--- config.mk ---
export PLATFORM = sky130hd
export DESIGN_NAME = shift_sched
export DESIGN_NICKNAME = d
export VERILOG_FILES = /design/src/rtl/shift_sched.sv
export SDC_FILE = /design/constraint.sdc
export NUM_CORES = 1
export LEC_CHECK = 0
export CORE_MARGIN = 5
export CORE_UTILIZATION = 45
export DETAILED_ROUTE_END_ITERATION = 6
export GPL_TIMING_DRIVEN = 0
export MAX_ROUTING_LAYER = met4
export PLACE_DENSITY = 0.73
export SYNTH_ARGS = -nofsm -noshare
export SYNTH_HDL_FRONTEND = slang
export SYNTH_SLANG_ARGS = --single-unit
--- constraint.sdc ---
create_clock -name clk -period 2.41 [get_ports clk]
set_input_delay 0.482 -clock clk [delete_from_list [all_inputs] [get_ports clk]]
set_output_delay 0.482 -clock clk [all_outputs]
set_load 0.005 [all_outputs]
--- src/rtl/shift_sched.sv ---
// shift_sched: round-robin scheduler sharing one small-step barrel shift stage
// between two requesters. The accepted request is shifted by at most STEP bit
// positions per cycle until its amount is used up, and the result is returned
// on a valid/ready response channel tagged with the requester ID.
//
// Optional feature macro: SHIFT_SCHED_ROTATE_EN
//   When defined, adds req0_rot / req1_rot. rot = 1 turns each step into a
//   circular rotate. Cycle timing is identical in both builds.
//
// Ports:
//   clk, rst_n             clock, synchronous active-low reset
//   reqN_valid/reqN_ready  request handshake for requester N (ready is combinational)
//   reqN_data/amt/dir      operand, shift amount, direction (0 = left, 1 = right)
//   reqN_rot               rotate select (only with SHIFT_SCHED_ROTATE_EN)
//   resp_valid/resp_ready  response handshake
//   resp_data/resp_id      shifted result and owning requester
//   busy                   high whenever the scheduler is not idle
module shift_sched #(
  parameter int W     = 8,
  parameter int AMT_W = 3,
  parameter int STEP  = 3
) (
  input  logic             clk,
  input  logic             rst_n,
  input  logic             req0_valid,
  output logic             req0_ready,
  input  logic [W-1:0]     req0_data,
  input  logic [AMT_W-1:0] req0_amt,
  input  logic             req0_dir,
  input  logic             req1_valid,
  output logic             req1_ready,
  input  logic [W-1:0]     req1_data,
  input  logic [AMT_W-1:0] req1_amt,
  input  logic             req1_dir,
`ifdef SHIFT_SCHED_ROTATE_EN
  input  logic             req0_rot,
  input  logic             req1_rot,
`endif
  output logic             resp_valid,
  input  logic             resp_ready,
  output logic [W-1:0]     resp_data,
  output logic             resp_id,
  output logic             busy
);

  typedef enum logic [1:0] {IDLE, SHIFT, DONE} state_t;

  localparam logic [AMT_W-1:0] STEP_A = AMT_W'(STEP);

  state_t           state_q;
  logic [W-1:0]     data_q;
  logic [AMT_W-1:0] rem_q;
  logic             dir_q;
  logic             rot_q;
  logic             id_q;
  logic             rr_q;        // 1: requester 1 wins a tie
  logic             resp_valid_q;
  logic             busy_q;

  logic             grant1;
  logic             hs;
  logic [W-1:0]     data_sel;
  logic [AMT_W-1:0] amt_sel;
  logic             dir_sel;
  logic             rot_sel;
  logic [AMT_W-1:0] step_d;
  logic [AMT_W-1:0] rem_d;
  logic [W-1:0]     data_d;

  // Largest step the shared stage can take from the remaining amount.
  function automatic logic [AMT_W-1:0] step_of(input logic [AMT_W-1:0] rem);
    return (rem > STEP_A) ? STEP_A : rem;
  endfunction

  // One pass through the shared stage: logical shift with zero fill, or a
  // rotate where bits leaving one end re-enter at the other.
  function automatic logic [W-1:0] shift_step(input logic [W-1:0]     d,
                                              input logic [AMT_W-1:0] s,
                                              input logic             dir,
                                              input logic             rot);
    logic [2*W-1:0] t;
    if (dir) begin
      t = {d, d} >> s;
      return rot ? t[W-1:0] : (d >> s);
    end else begin
      t = {d, d} << s;
      return rot ? t[2*W-1:W] : (d << s);
    end
  endfunction

  // Requester 1 wins when it is the only one asking, or on a tie it is favoured.
  assign grant1     = req1_valid && (!req0_valid || rr_q);
  assign req1_ready = (state_q == IDLE) && grant1;
  assign req0_ready = (state_q == IDLE) && req0_valid && !grant1;
  assign hs         = req0_ready || req1_ready;

  assign data_sel = grant1 ? req1_data : req0_data;
  assign amt_sel  = grant1 ? req1_amt  : req0_amt;
  assign dir_sel  = grant1 ? req1_dir  : req0_dir;
`ifdef SHIFT_SCHED_ROTATE_EN
  assign rot_sel  = grant1 ? req1_rot  : req0_rot;
`else
  assign rot_sel  = 1'b0;
`endif

  assign step_d = step_of(rem_q);
  assign rem_d  = rem_q - step_d;
  assign data_d = shift_step(data_q, step_d, dir_q, rot_q);

  always_ff @(posedge clk) begin
    if (!rst_n) begin
      state_q      <= IDLE;
      data_q       <= '0;
      rem_q        <= '0;
      dir_q        <= 1'b0;
      rot_q        <= 1'b0;
      id_q         <= 1'b0;
      rr_q         <= 1'b0;
      resp_valid_q <= 1'b0;
      busy_q       <= 1'b0;
    end else begin
      case (state_q)
        IDLE: begin
          if (hs) begin
            data_q <= data_sel;
            rem_q  <= amt_sel;
            dir_q  <= dir_sel;
            rot_q  <= rot_sel;
            id_q   <= grant1;
            rr_q   <= ~grant1;
            busy_q <= 1'b1;
            if (amt_sel != '0) begin
              state_q <= SHIFT;
            end else begin
              state_q      <= DONE;
              resp_valid_q <= 1'b1;
            end
          end
        end
        SHIFT: begin
          data_q <= data_d;
          rem_q  <= rem_d;
          if (rem_d == '0) begin
            state_q      <= DONE;
            resp_valid_q <= 1'b1;
          end
        end
        DONE: begin
          if (resp_ready) begin
            state_q      <= IDLE;
            resp_valid_q <= 1'b0;
            busy_q       <= 1'b0;
          end
        end
        default: begin
          state_q      <= IDLE;
          resp_valid_q <= 1'b0;
          busy_q       <= 1'b0;
        end
      endcase
    end
  end

  assign resp_valid = resp_valid_q;
  assign resp_data  = data_q;
  assign resp_id    = id_q;
  assign busy       = busy_q;

endmodule

=== Yosys cells after proc, flatten, opt, wreduce, memory -nomap -nowiden ===
Cells that the tools add are included.

* Logic and storage cells: 58
* Register bits: 18
* Bits of input ports: 29
* Output and inout port bits: 13

* Reductions and logical operators: 17
* Bitwise logic cells: 2
* Eq/ne operators: 6
* $add $sub $neg: 1
* Multiplexer cells: 21
* Order comparisons: 1
* Shift-type cells: 2

{| class="wikitable"
|+ Operators by type and width
! operator !! count
|-
| $mux W8 || 3
|-
| $pmux W8 S2 || 1
|-
| $mux W3 || 3
|-
| $mux W2 || 4
|-
| $ne A2 B2 Y1 const B || 4
|-
| $shl A8 B3 Y8 || 1
|-
| $shr A8 B3 Y8 || 1
|-
| $mux W1 || 6
|-
| $pmux W1 S3 || 2
|-
| $pmux W2 S3 || 1
|-
| $pmux W3 S2 || 1
|-
| $reduce_and A3 Y1 || 2
|-
| $logic_and A1 B1 Y1 || 4
|-
| $reduce_and A2 Y1 || 2
|-
| $reduce_and A4 Y1 || 1
|-
| $gt A3 B2 Y1 const B || 1
|-
| $logic_not A3 Y1 || 1
|-
| $reduce_bool A3 Y1 || 1
|-
| $sub A3 B3 Y3 || 1
|-
| $eq A2 B1 Y1 const B || 1
|-
| $eq A2 B2 Y1 const B || 1
|-
| $logic_not A1 Y1 || 2
|-
| $logic_not A2 Y1 || 1
|-
| $logic_or A1 B1 Y1 || 2
|-
| 2 further kinds || 3
|}

=== Logic depth before layout (Yosys ltp) ===
* Depth after elaboration: 8
* Gate-level depth with buffers: 9
* Gate-level depth less buffers: 8

=== Least setup slack after synthesis ===
Ideal clock, no wire load.

* Kind: reg2reg
* Start: register rem_q[2]
* End: register resp_valid_q (netlist: resp_valid)
* Setup time: 119 ps
* Slack: 736 ps
* Path buffers: 2
* Cell stages (with the launch flop): 10
* Data required time: 2,291 ps
* Arrival time: 1,555 ps
* Cells stage by stage: dfxtp_1 -> buf_2 -> buf_2 -> nand2b_1 -> ha_1 -> nand2_1 -> o22ai_1 -> o21a_1 -> o21a_1 -> o221a_2

* Word-level cells in the longest chain between the ends: 6

{| class="wikitable"
|+ RTL lines
! item !! line !! RTL
|-
| start, declared || 52 || <nowiki>logic [AMT_W-1:0] rem_q;</nowiki>
|-
| start signal, assigned || 126 || <nowiki>rem_q <= amt_sel;</nowiki>
|-
| start signal, assigned || 142 || <nowiki>rem_q <= rem_d;</nowiki>
|-
| $gt A3 B2 Y1 || 72 || <nowiki>return (rem > STEP_A) ? STEP_A : rem;</nowiki>
|-
| $mux W3 || 72 ||
|-
| $sub A3 B3 Y3 * || 107 || <nowiki>assign rem_d = rem_q - step_d;</nowiki>
|-
| $logic_not A3 Y1 * || 143 || <nowiki>if (rem_d == '0) begin</nowiki>
|-
| $ne A2 B2 Y1 (no line) * || -- ||
|-
| $reduce_and A4 Y1 (no line) * || -- ||
|-
| end signal, assigned || 119 || <nowiki>resp_valid_q <= 1'b0;</nowiki>
|-
| end signal, assigned || 145 || <nowiki>resp_valid_q <= 1'b1;</nowiki>
|-
| end signal, assigned || 151 || <nowiki>resp_valid_q <= 1'b0;</nowiki>
|-
| end, declared || 57 || <nowiki>logic resp_valid_q;</nowiki>
|}

Mark *: on every way between the ends. The rest lies on a longest branch, timed or not.
A chain may end at the register's enable or synchronous reset.

=== Worst setup path after layout ===
* Start: input port req0_valid
* End: output port req0_ready

* Word-level cells in the longest chain between the ends: 5
* Elaborated cells on any way between the ends: 6
* Those cells by class: reduce/logical (6)

{| class="wikitable"
|+ RTL lines
! item !! line !! RTL
|-
| start, declared || 25 || <nowiki>input logic req0_valid,</nowiki>
|-
| $logic_not A1 Y1 || 92 || <nowiki>assign grant1 = req1_valid && (!req0_valid || rr_q);</nowiki>
|-
| $logic_or A1 B1 Y1 || 92 ||
|-
| $logic_and A1 B1 Y1 || 92 ||
|-
| $logic_not A1 Y1 || 94 || <nowiki>assign req0_ready = (state_q == IDLE) && req0_valid && !grant1;</nowiki>
|-
| $logic_and A1 B1 Y1 * || 94 ||
|-
| end, declared || 26 || <nowiki>output logic req0_ready,</nowiki>
|}

Marks and branches as above.

==> results.yml <==
timing:
  final_hold_viol_count: 0
  setup-violations-final: 0
  tightest_slew_ns: 0.507
  rsz0062_at_grt: "false"
  fin_crit_ns: 2.34
  drv_slew: 0
  fmax_mhz: 428
  finClkSkew_ns: 0.00640
  max-slew-margin-rel_pct: 66.2
  period_share_pct: 97.0
  setup_slack_ns: 0.0723
grt:
  grt_pass1_wl_um: 7420
  grt_pass1_vias: 1560
  overflow: 0
  grt_usage_pct: 21.5
  antenna_found_initial: 0
  grt_max_degree: 11
drt:
  met1_length_um: 1940
  viasPerCell: 5.97
  drtIter0Drc: 191
  wl_met2_um: 2040
  antenna_left: 0
  route.detailed.drc: 0
  highest_layer: "met4"
  wire_per_inst_um: 15.7
  routed_wirelength_um: 4500
  met3WireLength_um: 400
  drtPass1Iterations: 4
  vias: 1706
worst_hold_path:
  whs_endpoint: "busy$_SDFFE_PN0P_"
  hold_class: "reg2reg"
  hold_depth: 2
  min_from: "busy$_SDFFE_PN0P_"
place:
  dp_worst_setup_slack_ns: -0.393
  portBuffers: 40
  gp_congestion: 0.979
  placed_cell_area_mm2: 0.00196
  place_hpwl_um: 3270
worst_setup_path:
  end_kind: "primary output"
  crit_family: "buffers and inverters"
  crit_buf_inv: 4
  crit_path_cell_trace: "dlygate4sd2_1 -> inv_2 -> o21ai_4 -> buf_8 -> nor2b_1 -> clkdlybuf4s50_1"
  critPathMaxStageDelay_ns: 0.51
  r2r_start: "rem_q[1]$_SDFFE_PN0P_"
  required_ns: 1.93
  path_class: "in2out"
  startpoint_type: "input pin"
  reg2regPathDepth: 8
  rrSetupSlack_ns: 0.46
  crit_slowest_cell: "clkdlybuf4s50_1"
  cp_max_fo: 10
  r2r-end: "resp_valid$_SDFFE_PN0P_"
  critical_path_arrival_ns: 1.86
cts:
  path_clk_slew_ns: 0.12
  cts_tree: "done"
  htree_levels: 1
  cts_buffers: 3
  postCtsHoldBufs: 0
  clock_path_buffers: 2
  root_buffer: "clkbuf_4"
  clock_latency_ns: 0.31
  clock_sink_count: 18
yosys:
  synthArstFlopShare_pct: 0
  yosys_warnings: 0
  synthFlopType: "dfxtp_1"
  syn_area_per_cell_um2: 7.65
  synthTopCellsByCount: "21 x a21oi_1, 19 x nand2_1, 18 x dfxtp_1, 16 x nor2_1, 16 x o21ai_0"
  synth_seq_cells: 18
  synth_edf_count: 0
  synth_nets: 226
  ys_seq_area_share_pct: 24.0
  syn_area_mm2: 0.00150
  yosys.area.top_type_share_pct: 24.0
  syn_inst: 196
  synth_area_leaders: "dfxtp_1 24%, mux2_2 7.5%, a21oi_1 7.0%"
  synth_top_cell_by_area: "dfxtp_1"
  yosys.cell_types.count: 51
  synth_most_common_cell: "a21oi_1"
final_layout:
  drive_gt1_share_pct: 15.0
  area_growth_syn_to_layout_pct: 33.5
  fin_util_pct: 61.0
  nets: 271
  diodes: 0
  postLayoutCellArea_mm2: 0.00200
job:
  max_cap_violations: 0
die:
  io_pins: 42
  initial_core_util_pct: 45.7
  fp.coreArea_mm2: 0.00328
  dieWidth_um: 67.7
  rows: 21
  die_y_um: 67.7
  dieArea_mm2: 0.00459
pwr:
  p_leak_nw: 0.742
  finalPower_mw: 1.67
  ir_worst_vdd_mv: 0.444
  p_per_area_mw_per_mm2: 835
run_status:
  status: "completed"
==> report_power, final <==
| group | internal (mW) | leakage, nW | switching, mW |
|---|---|---|---|
| sequential | 0.382 | 0.149 | 0.126 |
| combinational | 0.463 | 0.572 | 0.492 |
| clock | 0.0923 | 0.0210 | 0.119 |
| total | 0.937 | 0.742 | 0.736 |
==> worst register-to-register path, stage by stage (launching register included) <==
cell,delay (ns)
dfxtp_1,0.46
clkbuf_1,0.40
nand2b_1,0.17
ha_1,0.18
nand2_1,0.06
o22ai_1,0.14
o21a_1,0.17
o21a_1,0.13
o221a_2,0.18
==> cell families after synthesis <==
family | Yosys count | synth area share [%]
AOI/OAI and AO/OA | 73 | 32.8
adders and majority gates | 1 | 0.834
muxes | 18 | 12.8
buffers and inverters | 20 | 7.34
and+or+nand+nor | 66 | 22.2
DFF | 18 | 24.0
==> what timing repair did <==
action | 4_1_cts | 5_1_grt
buffers inserted | 1 | 0
endpoints found under the setup margin | 2 | 1
resized for setup | 3 | 1
pin swaps | 1 | 0
==> cell usage in the layout (no fill, tap or decap), types with 3 or more instances in the layout <==
cell and instances:
o21ai_0 16, nor3b_1 3, nand2_1 19, a21oi_1 21, mux2_2 10, a31oi_1 4
nor2b_1 4, mux2i_1 8, nor3_1 7, nor2_1 15, clkbuf_1 4, dfxtp_1 18
clkbuf_4 3, clkdlybuf4s50_1 38, a211oi_1 5, buf_2 7, inv_1 4
==> area by class of cell <==
cell class	count	area [um2]
Buffer	14	87.6
Clock buffer	4	36.3
Fill cell	305	1280
Inverter	5	18.8
Multi-Input combinational cell	158	1040
Sequential cell	18	360
Tap cell	46	57.6
Timing Repair Buffer	41	405
==> registers in the layout (all words and copies together), names as in the netlist <==
name        cells
resp_data       8
rem_q           3
state_q         2
busy            1
dir_q           1
resp_id         1
resp_valid      1
rr_q            1
==> worst max-delay path by stage <==
stage                             from                      end  slack, ns  depth (start not counted)
3_3_place_gp                req0_valid               req0_ready      -0.38                          6
2_1_floorplan    rem_q[2]$_SDFFE_PN0P_  resp_valid$_SDFFE_PN0P_       0.74                          9
6_report                    req0_valid               req0_ready       0.07                          6
4_1_cts        state_q[0]$_SDFFE_PN0P_               req0_ready      0.008                          5
5_1_grt                     req0_valid               req0_ready       0.01                          6
3_5_place_dp                req0_valid               req0_ready      -0.39                          6
==> per-stage QoR <==
stage | setup TNS [ns] | instances | hold slack (ns)
detailed placement | -0.671 | 282 | 0.478
CTS | 0 | 287 | 0.494
floorplan | 0 | 196 | 0.470
global placement | -0.661 | 282 | 0.473
global route | 0 | 286 | 0.527
finish | 0 | 286 | 0.497
==> layer usage <==
layer  track usage (%)  vias up
li1                  -      821
met1              29.3      797
met2              32.8       76
met3              2.33       12
met4              7.09        0
met5                 -        -
Power figures use the tool's default switching activity.
==> RTL edit (same flow settings) <==
Build with the macro `SHIFT_SCHED_ROTATE_EN` defined.
--- a/src/rtl/shift_sched.sv
+++ b/src/rtl/shift_sched.sv
@@ -16,4 +16,6 @@
 //   resp_data/resp_id      shifted result and owning requester
 //   busy                   high whenever the scheduler is not idle
+`define SHIFT_SCHED_ROTATE_EN
+
 module shift_sched #(
   parameter int W     = 8,
Interface: changed (added req0_rot and req1_rot); port bits go from 42 to 44. No check against the original RTL was run, so the function may have changed too.
==> RTL edit against the unedited design <==
  * Power up 5.2%
  * Sequential cell count rose by 1
  * Design area up 16%
  * Worst hold slack lost 0.020 ns
  * Synthesized cell count grew 27%
  * Sequential share of layout area decreased by 1.6 points
  * Routed wire length is 35% higher
  * Worst setup slack improved by 0.081 ns
  * Area after synthesis increased by 16%
  * Die area grew 14%
  * Largest cell class unchanged
  * Largest power group unchanged
==> RTL edit: results <==
metrics = {
    "synth": {
        "syn-num-nets": 281,
        "synth_adder_area_share_pct": 0.716,
        "yosysSeqAreaShare_pct": 21.8,
        "synthTopCellsByCount": "nand2_1 (37), a21oi_1 (20), dfxtp_1 (19), nor2_1 (19), o21ai_0 (13)",
        "yosys-mux-area-fraction_pct": 8.52,
        "synthCells": 249,
    },
    "detailed_routing": {
        "wl_per_cell_um": 17.5,
        "drt_iter0_drc": 315,
        "via_count": 2185,
    },
    "global_route": {
        "use_met3_pct": 4.29,
        "first_global_vias": 1919,
        "globalRouteMet2Util_pct": 36.9,
        "met1_usage_pct": 32.9,
        "grt_pass1_wl_um": 9750,
        "grt_use_total_pct": 24.3,
    },
    "hold_path": {
        "min_delay_path_depth": 1,
        "hold_end": "rr_q",
    },
    "place": {
        "place.detailed.instances": 340,
        "place_worst_setup_slack_ns": -0.569,
        "portBuffers": 43,
        "dp_hpwl_um": 4540,
        "gp_congestion": 0.953,
    },
    "cts": {
        "clk_pin_slew_ns": 0.08,
    },
    "finish": {
        "drive_gt1_share_pct": 10.0,
    },
    "setup_path": {
        "r2r_setup_slack_ns": 0.30,
    },
    "outcome": {
        "status": "finished clean",
    },
}
==> RTL edit: area by class of cell <==
cell class	count	area [µm²]
fill	356	1400
buffer	22	111
inverter	10	37.5
clock inverter	1	5.00
tap	48	60.1
clock buffer	3	41.3
sequential	19	380
multi-input combinational	198	1230
timing repair buffer	46	449
==> RTL edit: repair_timing <==
action	4_1_cts	5_1_grt
pin swaps	1	1
endpoints found under the setup margin	2	2
buffers inserted	0	3
hold endpoints to repair	0	0
gates resized for setup	5	5
==> RTL edit: worst max-delay path: cells and delay by family (launching register included) <==
kind	cells	cell delay [ns]
simple gates	3	0.49
flops	1	0.33
buf+inv	2	0.68
==> RTL edit: how the worst max path moves through the flow <==
stage | startpoint | endpoint | slack, ns
after floorplan | req0_valid | req1_ready | 0.66
after global placement | req0_valid | req1_ready | -0.58
after detailed placement | req0_valid | req1_ready | -0.57
after CTS | req1_valid | req0_ready | 0.007
after global routing | state_q[0] | req0_ready | 0.08
final | state_q[0] | req0_ready | 0.15
==> RTL edit: metal layers <==
layer | part of all wire, % | routed length [µm]
met5 | 0 | 0
met4 | 2.2 | 131
met3 | 8.3 | 508
met2 | 45 | 2760
met1 | 44 | 2680
==> RTL edit: kinds of logic (layout without fill, tap and decap cells) <==
group,Yosys count,in the layout
DFF,19,19
adders and majority gates,1,1
AOI/OAI and AO/OA,88,88
and+or+nand+nor,96,96
buffers and inverters,32,82
muxes,13,13
==> RTL edit: power breakdown <==
group	switching (µW)	total [µW]	internal, µW
Combinational	600	1060	464
Sequential	69.2	455	386
Clock	126	241	116
Total	794	1760	965
